## src/rtl/alu_pkg.sv

```systemverilog
// Shared definitions for the ALU control slice: opcodes, FSM state encoding
// and the opcode to unit-enable decode.
package alu_pkg;

   localparam logic [1:0] OP_SUMA  = 2'b00;
   localparam logic [1:0] OP_RESTA = 2'b01;
   localparam logic [1:0] OP_AND   = 2'b10;
   localparam logic [1:0] OP_OR    = 2'b11;

   typedef enum logic [1:0] {
      StIdle,
      StExec,
      StEspera,
      StResp
   } state_e;

   function automatic logic [3:0] op_onehot(input logic [1:0] op);
      logic [3:0] oh;
      oh = 4'b0000;
      unique case (op)
         OP_SUMA:  oh = 4'b0001;
         OP_RESTA: oh = 4'b0010;
         OP_AND:   oh = 4'b0100;
         OP_OR:    oh = 4'b1000;
      endcase
      return oh;
   endfunction

endpackage

```

## src/rtl/control_alu_if.sv

```systemverilog
// Bundle of the two request channels, the unit operand/enable/result bus and
// the response channel of control_alu.
interface control_alu_if #(
   parameter int unsigned W = 4
);

   logic         req0_valid;
   logic         req0_ready;
   logic [1:0]   req0_op;
   logic [W-1:0] req0_a;
   logic [W-1:0] req0_b;

   logic         req1_valid;
   logic         req1_ready;
   logic [1:0]   req1_op;
   logic [W-1:0] req1_a;
   logic [W-1:0] req1_b;

   logic [W-1:0] reg0;
   logic [W-1:0] reg1;
   logic [3:0]   en_unidad;
   logic [W-1:0] ans_suma;
   logic [W-1:0] ans_resta;
   logic [W-1:0] ans_and;
   logic [W-1:0] ans_or;

   logic         resp_valid;
   logic         resp_ready;
   logic [W-1:0] resp_dato;
   logic         resp_id;
   logic         resp_cero;

   // Controller side.
   modport slave (
      input  req0_valid, req0_op, req0_a, req0_b,
      output req0_ready,
      input  req1_valid, req1_op, req1_a, req1_b,
      output req1_ready,
      output reg0, reg1, en_unidad,
      input  ans_suma, ans_resta, ans_and, ans_or,
      output resp_valid, resp_dato, resp_id, resp_cero,
      input  resp_ready
   );

   // Requesters, units and response consumer side.
   modport master (
      output req0_valid, req0_op, req0_a, req0_b,
      input  req0_ready,
      output req1_valid, req1_op, req1_a, req1_b,
      input  req1_ready,
      input  reg0, reg1, en_unidad,
      output ans_suma, ans_resta, ans_and, ans_or,
      input  resp_valid, resp_dato, resp_id, resp_cero,
      output resp_ready
   );

endinterface

```

## src/rtl/arbitro_rr.sv

```systemverilog
// Two-way round-robin grant: a lone requester wins, on contention the one that
// was not served last wins.
module arbitro_rr (
   input  logic       valid0,
   input  logic       valid1,
   input  logic       ultimo,
   output logic [1:0] grant,
   output logic       grant_id
);

   always_comb begin
      grant_id = 1'b0;
      if (valid0 && valid1) begin
         grant_id = ~ultimo;
      end else if (valid1) begin
         grant_id = 1'b1;
      end
      grant = 2'b00;
      if (valid0 || valid1) begin
         grant = grant_id ? 2'b10 : 2'b01;
      end
   end

endmodule

```

## src/rtl/control_alu.sv

```systemverilog
// Sequencer in front of the registered ALU units: arbitrates two requesters,
// drives operands and a one-hot enable, waits LAT cycles and returns the result.
module control_alu
   import alu_pkg::*;
#(
   parameter int unsigned W   = 4,
   parameter int unsigned LAT = 1
) (
   input logic          clk,
   input logic          rst,
   control_alu_if.slave bus
);

   localparam int unsigned CntW = (LAT > 1) ? $clog2(LAT) : 1;

   state_e          state_q, state_d;
   logic            ultimo_q, ultimo_d;
   logic [CntW-1:0] cnt_q, cnt_d;
   logic [W-1:0]    reg0_q, reg0_d;
   logic [W-1:0]    reg1_q, reg1_d;
   logic [1:0]      op_q, op_d;
   logic            id_q, id_d;
   logic            resp_valid_q, resp_valid_d;
   logic [W-1:0]    resp_dato_q, resp_dato_d;
   logic            resp_id_q, resp_id_d;
   logic            resp_cero_q, resp_cero_d;

   logic [1:0]      grant;
   logic            grant_id;
   logic [W-1:0]    ans_sel;
   logic            req0_ready, req1_ready;
   logic [3:0]      en_unidad;

   arbitro_rr u_arbitro (
      .valid0   (bus.req0_valid),
      .valid1   (bus.req1_valid),
      .ultimo   (ultimo_q),
      .grant    (grant),
      .grant_id (grant_id)
   );

   always_comb begin
      ans_sel = bus.ans_suma;
      unique case (op_q)
         OP_SUMA:  ans_sel = bus.ans_suma;
         OP_RESTA: ans_sel = bus.ans_resta;
         OP_AND:   ans_sel = bus.ans_and;
         OP_OR:    ans_sel = bus.ans_or;
      endcase
   end

   always_comb begin
      state_d      = state_q;
      ultimo_d     = ultimo_q;
      cnt_d        = cnt_q;
      reg0_d       = reg0_q;
      reg1_d       = reg1_q;
      op_d         = op_q;
      id_d         = id_q;
      resp_valid_d = resp_valid_q;
      resp_dato_d  = resp_dato_q;
      resp_id_d    = resp_id_q;
      resp_cero_d  = resp_cero_q;
      req0_ready   = 1'b0;
      req1_ready   = 1'b0;
      en_unidad    = 4'b0000;

      unique case (state_q)
         StIdle: begin
            // Grant implies the matching valid, so a grant is a handshake.
            if (!rst && (grant != 2'b00)) begin
               req0_ready = grant[0];
               req1_ready = grant[1];
               reg0_d     = grant_id ? bus.req1_a  : bus.req0_a;
               reg1_d     = grant_id ? bus.req1_b  : bus.req0_b;
               op_d       = grant_id ? bus.req1_op : bus.req0_op;
               id_d       = grant_id;
               state_d    = StExec;
            end
         end
         StExec: begin
            en_unidad = op_onehot(op_q);
            cnt_d     = CntW'(LAT - 1);
            state_d   = StEspera;
         end
         StEspera: begin
            if (cnt_q == '0) begin
               resp_dato_d  = ans_sel;
               resp_cero_d  = (ans_sel == '0);
               resp_id_d    = id_q;
               resp_valid_d = 1'b1;
               state_d      = StResp;
            end else begin
               cnt_d = cnt_q - 1'b1;
            end
         end
         StResp: begin
            if (bus.resp_ready) begin
               resp_valid_d = 1'b0;
               ultimo_d     = resp_id_q;
               state_d      = StIdle;
            end
         end
         default: state_d = StIdle;
      endcase
   end

   always_ff @(posedge clk) begin
      if (rst) begin
         state_q      <= StIdle;
         ultimo_q     <= 1'b1;
         cnt_q        <= '0;
         reg0_q       <= '0;
         reg1_q       <= '0;
         op_q         <= 2'b00;
         id_q         <= 1'b0;
         resp_valid_q <= 1'b0;
         resp_dato_q  <= '0;
         resp_id_q    <= 1'b0;
         resp_cero_q  <= 1'b0;
      end else begin
         state_q      <= state_d;
         ultimo_q     <= ultimo_d;
         cnt_q        <= cnt_d;
         reg0_q       <= reg0_d;
         reg1_q       <= reg1_d;
         op_q         <= op_d;
         id_q         <= id_d;
         resp_valid_q <= resp_valid_d;
         resp_dato_q  <= resp_dato_d;
         resp_id_q    <= resp_id_d;
         resp_cero_q  <= resp_cero_d;
      end
   end

   assign bus.req0_ready = req0_ready;
   assign bus.req1_ready = req1_ready;
   assign bus.en_unidad  = en_unidad;
   assign bus.reg0       = reg0_q;
   assign bus.reg1       = reg1_q;
   assign bus.resp_valid = resp_valid_q;
   assign bus.resp_dato  = resp_dato_q;
   assign bus.resp_id    = resp_id_q;
   assign bus.resp_cero  = resp_cero_q;

endmodule

```

## src/flat_wrapper.sv

```systemverilog
// flat-port wrapper written by rule: the top's interface ports become plain ports
module control_alu_flat import alu_pkg::*;
#(
   parameter int unsigned W   = 4,
   parameter int unsigned LAT = 1
)
  (clk, rst, bus_req0_valid, bus_req0_op, bus_req0_a, bus_req0_b, bus_req0_ready, bus_req1_valid, bus_req1_op, bus_req1_a, bus_req1_b, bus_req1_ready, bus_reg0, bus_reg1, bus_en_unidad, bus_ans_suma, bus_ans_resta, bus_ans_and, bus_ans_or, bus_resp_valid, bus_resp_dato, bus_resp_id, bus_resp_cero, bus_resp_ready);
  control_alu_if #(.W(W)) bus_i ();
  input logic clk;
  input logic rst;
  input wire logic [$bits(bus_i.req0_valid)-1:0] bus_req0_valid;
  input wire logic [$bits(bus_i.req0_op)-1:0] bus_req0_op;
  input wire logic [$bits(bus_i.req0_a)-1:0] bus_req0_a;
  input wire logic [$bits(bus_i.req0_b)-1:0] bus_req0_b;
  output wire logic [$bits(bus_i.req0_ready)-1:0] bus_req0_ready;
  input wire logic [$bits(bus_i.req1_valid)-1:0] bus_req1_valid;
  input wire logic [$bits(bus_i.req1_op)-1:0] bus_req1_op;
  input wire logic [$bits(bus_i.req1_a)-1:0] bus_req1_a;
  input wire logic [$bits(bus_i.req1_b)-1:0] bus_req1_b;
  output wire logic [$bits(bus_i.req1_ready)-1:0] bus_req1_ready;
  output wire logic [$bits(bus_i.reg0)-1:0] bus_reg0;
  output wire logic [$bits(bus_i.reg1)-1:0] bus_reg1;
  output wire logic [$bits(bus_i.en_unidad)-1:0] bus_en_unidad;
  input wire logic [$bits(bus_i.ans_suma)-1:0] bus_ans_suma;
  input wire logic [$bits(bus_i.ans_resta)-1:0] bus_ans_resta;
  input wire logic [$bits(bus_i.ans_and)-1:0] bus_ans_and;
  input wire logic [$bits(bus_i.ans_or)-1:0] bus_ans_or;
  output wire logic [$bits(bus_i.resp_valid)-1:0] bus_resp_valid;
  output wire logic [$bits(bus_i.resp_dato)-1:0] bus_resp_dato;
  output wire logic [$bits(bus_i.resp_id)-1:0] bus_resp_id;
  output wire logic [$bits(bus_i.resp_cero)-1:0] bus_resp_cero;
  input wire logic [$bits(bus_i.resp_ready)-1:0] bus_resp_ready;
  assign bus_i.req0_valid = bus_req0_valid;
  assign bus_i.req0_op = bus_req0_op;
  assign bus_i.req0_a = bus_req0_a;
  assign bus_i.req0_b = bus_req0_b;
  assign bus_req0_ready = bus_i.req0_ready;
  assign bus_i.req1_valid = bus_req1_valid;
  assign bus_i.req1_op = bus_req1_op;
  assign bus_i.req1_a = bus_req1_a;
  assign bus_i.req1_b = bus_req1_b;
  assign bus_req1_ready = bus_i.req1_ready;
  assign bus_reg0 = bus_i.reg0;
  assign bus_reg1 = bus_i.reg1;
  assign bus_en_unidad = bus_i.en_unidad;
  assign bus_i.ans_suma = bus_ans_suma;
  assign bus_i.ans_resta = bus_ans_resta;
  assign bus_i.ans_and = bus_ans_and;
  assign bus_i.ans_or = bus_ans_or;
  assign bus_resp_valid = bus_i.resp_valid;
  assign bus_resp_dato = bus_i.resp_dato;
  assign bus_resp_id = bus_i.resp_id;
  assign bus_resp_cero = bus_i.resp_cero;
  assign bus_i.resp_ready = bus_resp_ready;
  control_alu #(.W(W), .LAT(LAT)) u_core (.clk(clk), .rst(rst), .bus(bus_i));
endmodule
```

## config.mk

```make
export PLATFORM = sky130hd
export DESIGN_NAME = control_alu_flat
export DESIGN_NICKNAME = d
export VERILOG_FILES = /design/src/rtl/alu_pkg.sv /design/src/rtl/control_alu_if.sv /design/src/rtl/arbitro_rr.sv /design/src/rtl/control_alu.sv /design/src/flat_wrapper.sv
export SDC_FILE = /design/constraint.sdc
export NUM_CORES = 1
export LEC_CHECK = 0
export CAP_MARGIN = 5
export CORE_MARGIN = 4
export CORE_UTILIZATION = 40
export CTS_BUF_LIST = sky130_fd_sc_hd__clkbuf_2 sky130_fd_sc_hd__clkbuf_4 sky130_fd_sc_hd__clkbuf_8
export CTS_CLUSTER_SIZE = 30
export DETAILED_ROUTE_END_ITERATION = 10
export PLACE_DENSITY = 0.8
export SKIP_LAST_GASP = 1
export SLEW_MARGIN = 20
export SYNTH_ARGS = -nofsm -noshare
export SYNTH_HDL_FRONTEND = slang
export SYNTH_HIERARCHICAL = 1
export SYNTH_SLANG_ARGS = --single-unit
```

## constraint.sdc

```tcl
create_clock -name clk -period 1.94 [get_ports clk]
set_input_delay 0.291 -clock clk [delete_from_list [all_inputs] [get_ports clk]]
set_output_delay 0.291 -clock clk [all_outputs]
set_load 0.1 [all_outputs]
```

==> run metrics <==
final core occ 0.6766; Fin Setup TNS 0 ps; initial antenna violation count 0; Ports 62; Setup WS pre-CTS 148.4 ps; Synth Net Count 164; Worst setup SP type input port; CTS tree yes; TritonCTS Buffers 3; Core Area 2781 um^2; FF+latch count, synth 21; Int Power 1.051 mW; Pre-antenna DRT Iters 4; Seq/Total Area, Yosys 0.3597; launching point of the worst reg2reg path u_core/op_q[0]; Post-Place Cells between 200 and 250; Peak Freq 0.5756 GHz; Slew Limit Fails 0; port buffer count 61; Routed WL per cell about 14 um; Critical Path End bus_req1_ready; Cell Area, Synth 1169 um^2; Final Hold Fails 0; Die W 62.05 um; slack of the critical path 202.6 ps; commonest cells after routing, fill and taps aside clkdlybuf4s50_1, buf_4, dfxtp_1, nor2_1, mux2i_1; Initial Util 0.4202; arrival time worst endpoint 1450 ps; switching power 1.076 mW; most common cell after layout, fill and taps aside clkdlybuf4s50_1; WS Path Type in2out; Post-CTS Setup Bufs 0; Total GRT Usage 0.1714; clock share of power 0.100; wire length on met1 1.185 mm; vias per cell 5.164; DP Wirelength 2.487 mm; Ant. Diodes 0; Worst-path clk slew approximately 120 ps; gpl congestion between 0.7 and 0.8; crit path cell chain clkdlybuf4s50_1 -> a21boi_1 -> and3_1 -> buf_12; Final setup violation count 0; Yosys top cell area share 0.3597; Worst Path Max Fanout 3; Tcrit/Tclk final 0.8956; total grt overflow 0; slew at the pin closest to its max-slew limit 471.3 ps; Row Count 19; leakage power total 0.7895 nW; Post-Route WL 2.983 mm; Slowest cell on crit path clkdlybuf4s50_1; synth unique cells 31; Synth Instances 118; flop2flop setup slack about 210 ps; power per cell area 1130 nW/um^2; height of the die around 62 um; met2 WL 1.484 mm; Crit. Startpoint bus_req1_valid; vias in the first global route 1042; Crit path largest cell delay 480 ps; Design Power roughly 2.1 mW; R2R cell count 2; area leader, netlist dfxtp_1; max cap viols 0; first-pass GRT wire length between 4 and 5 mm; Worst VDD drop 0.8137 mV; Switching Share 0.5059; worst hold path class reg2reg; synth warn 6; Synth Area per Inst 9.904 um^2; drt initial violations 31; worst flop-to-flop path endpoint u_core/bus.resp_cero; clk_lat worst skew 310 ps; Comb power frac 0.620; H-tree levels 1; Final min period 1737 ps; hold buffers post-CTS 0; post-route ant nets 0; DIE AREA 3850 um^2; Worst Path Required between 1500 and 2000 ps; Area Overhead vs Synth 61.03%; status finished clean; FILL cells approximately 220; Reg power frac 0.280; Worst Skew between 8 and 9 ps; Finished Layout Cells 213; # clock sinks 21; Longest Clk Path Bufs 2; CTS resizes 0; max_slew headroom 0.6854; Final nets approximately 230; Met3 Routed Length 259 um; largest net degree at the start of global routing 23; layout cells sized above 1 0.2143; ranking of synthesized cells by area dfxtp_1, mux2i_1, a211oi_1; Max Used Layer met4; vias 1100; RSZ-0062 raised after global routing no; post-route DRC violation count 0; root buf cell clkbuf_4; Setup crit end kind primary output
## layout make-up
type	count	area, um^2	share of cell area
Inverter	4	15.01	0.007979
Multi-Input combinational cell	85	681.9	0.3624
Clock inverter	1	5.005	0.002660
Timing Repair Buffer	68	698.2	0.3710
Tap cell	31	38.79	0.02061
Sequential cell	21	420.4	0.2234
Clock buffer	3	22.52	0.01197
## state kept, by name (all words and copies together) (netlist names), 2 cells and up
register and cells:
u_core/bus.reg0 4, u_core/bus.reg1 4, u_core/bus.resp_dato 4, u_core/op_q 2, u_core/state_q 2
## Yosys cell counts
cell type and n:
dfxtp_1 21, o211ai_1 1, o41ai_2 1, buf_8 1
a211oi_1 11, clkbuf_1 2, and3_1 2, nand3_1 2
and3_2 1, a21oi_1 3, buf_2 2, mux2_4 1
nand2_1 6, inv_1 4, ha_1 5, o21ai_0 1
o21bai_1 1, a21boi_1 3, buf_6 1, nor4b_2 1
nor2_1 19, a41oi_1 1, and3b_2 1, o211a_1 1
nor3b_1 1, nor2b_1 2, mux2i_1 16, mux4_1 3
buf_4 2, nand2b_1 1, nand3b_1 1
## metrics by stage
step,hold WS (ps),instance area [um^2]
floorplan,435.6,1176
global placement,446.5,1854
detailed placement,458.8,1854
CTS,478.9,1882
global route,504.6,1882
finish,474.0,1882
## power groups by stage
stage          sequential [mW]  clock, mW  combinational [mW]
5_1_grt                  0.611      0.235                1.40
3_3_place_gp             0.599          0                1.29
3_5_place_dp             0.606          0                1.32
2_1_floorplan            0.981          0               0.575
4_1_cts                  0.597      0.217                1.32
6_report                 0.596      0.213                1.32
## logic make-up (layout without fill, tap and decap cells)
group / count (synthesis) / in the layout / synth area share
DFF: 21 / 21 / 0.3597
buffers and inverters: 12 / 76 / 0.06316
AOI/OAI and AO/OA: 23 / 23 / 0.1499
and+or+nand+nor: 37 / 37 / 0.1563
muxes: 20 / 20 / 0.2173
adders and majority gates: 5 / 5 / 0.05353
## how the worst min path moves through the flow
stage	startpoint	endpoint	slack [ps]	depth (start not counted)
final	u_core/id_q	u_core/id_q	470	2
after global routing	u_core/id_q	u_core/id_q	500	2
after CTS	u_core/id_q	u_core/id_q	480	2
after detailed placement	u_core/id_q	u_core/id_q	460	2
after global placement	u_core/id_q	u_core/id_q	450	2
after floorplan	u_core/id_q	u_core/id_q	440	2
## critical path, delay by kind of cell
kind / cells / cell delay (ps)
AND/OR/NAND/NOR: 1 / 240
buffers and inverters: 2 / 660
AO/OA/AOI/OAI: 1 / 240
## routing by layer
layer,global-route usage,up-vias
li1,-,557
met1,0.2023,484
met2,0.2885,53
met3,0.04959,6
met4,0.07273,0
met5,0,-
(Power assumes the default switching activity.)
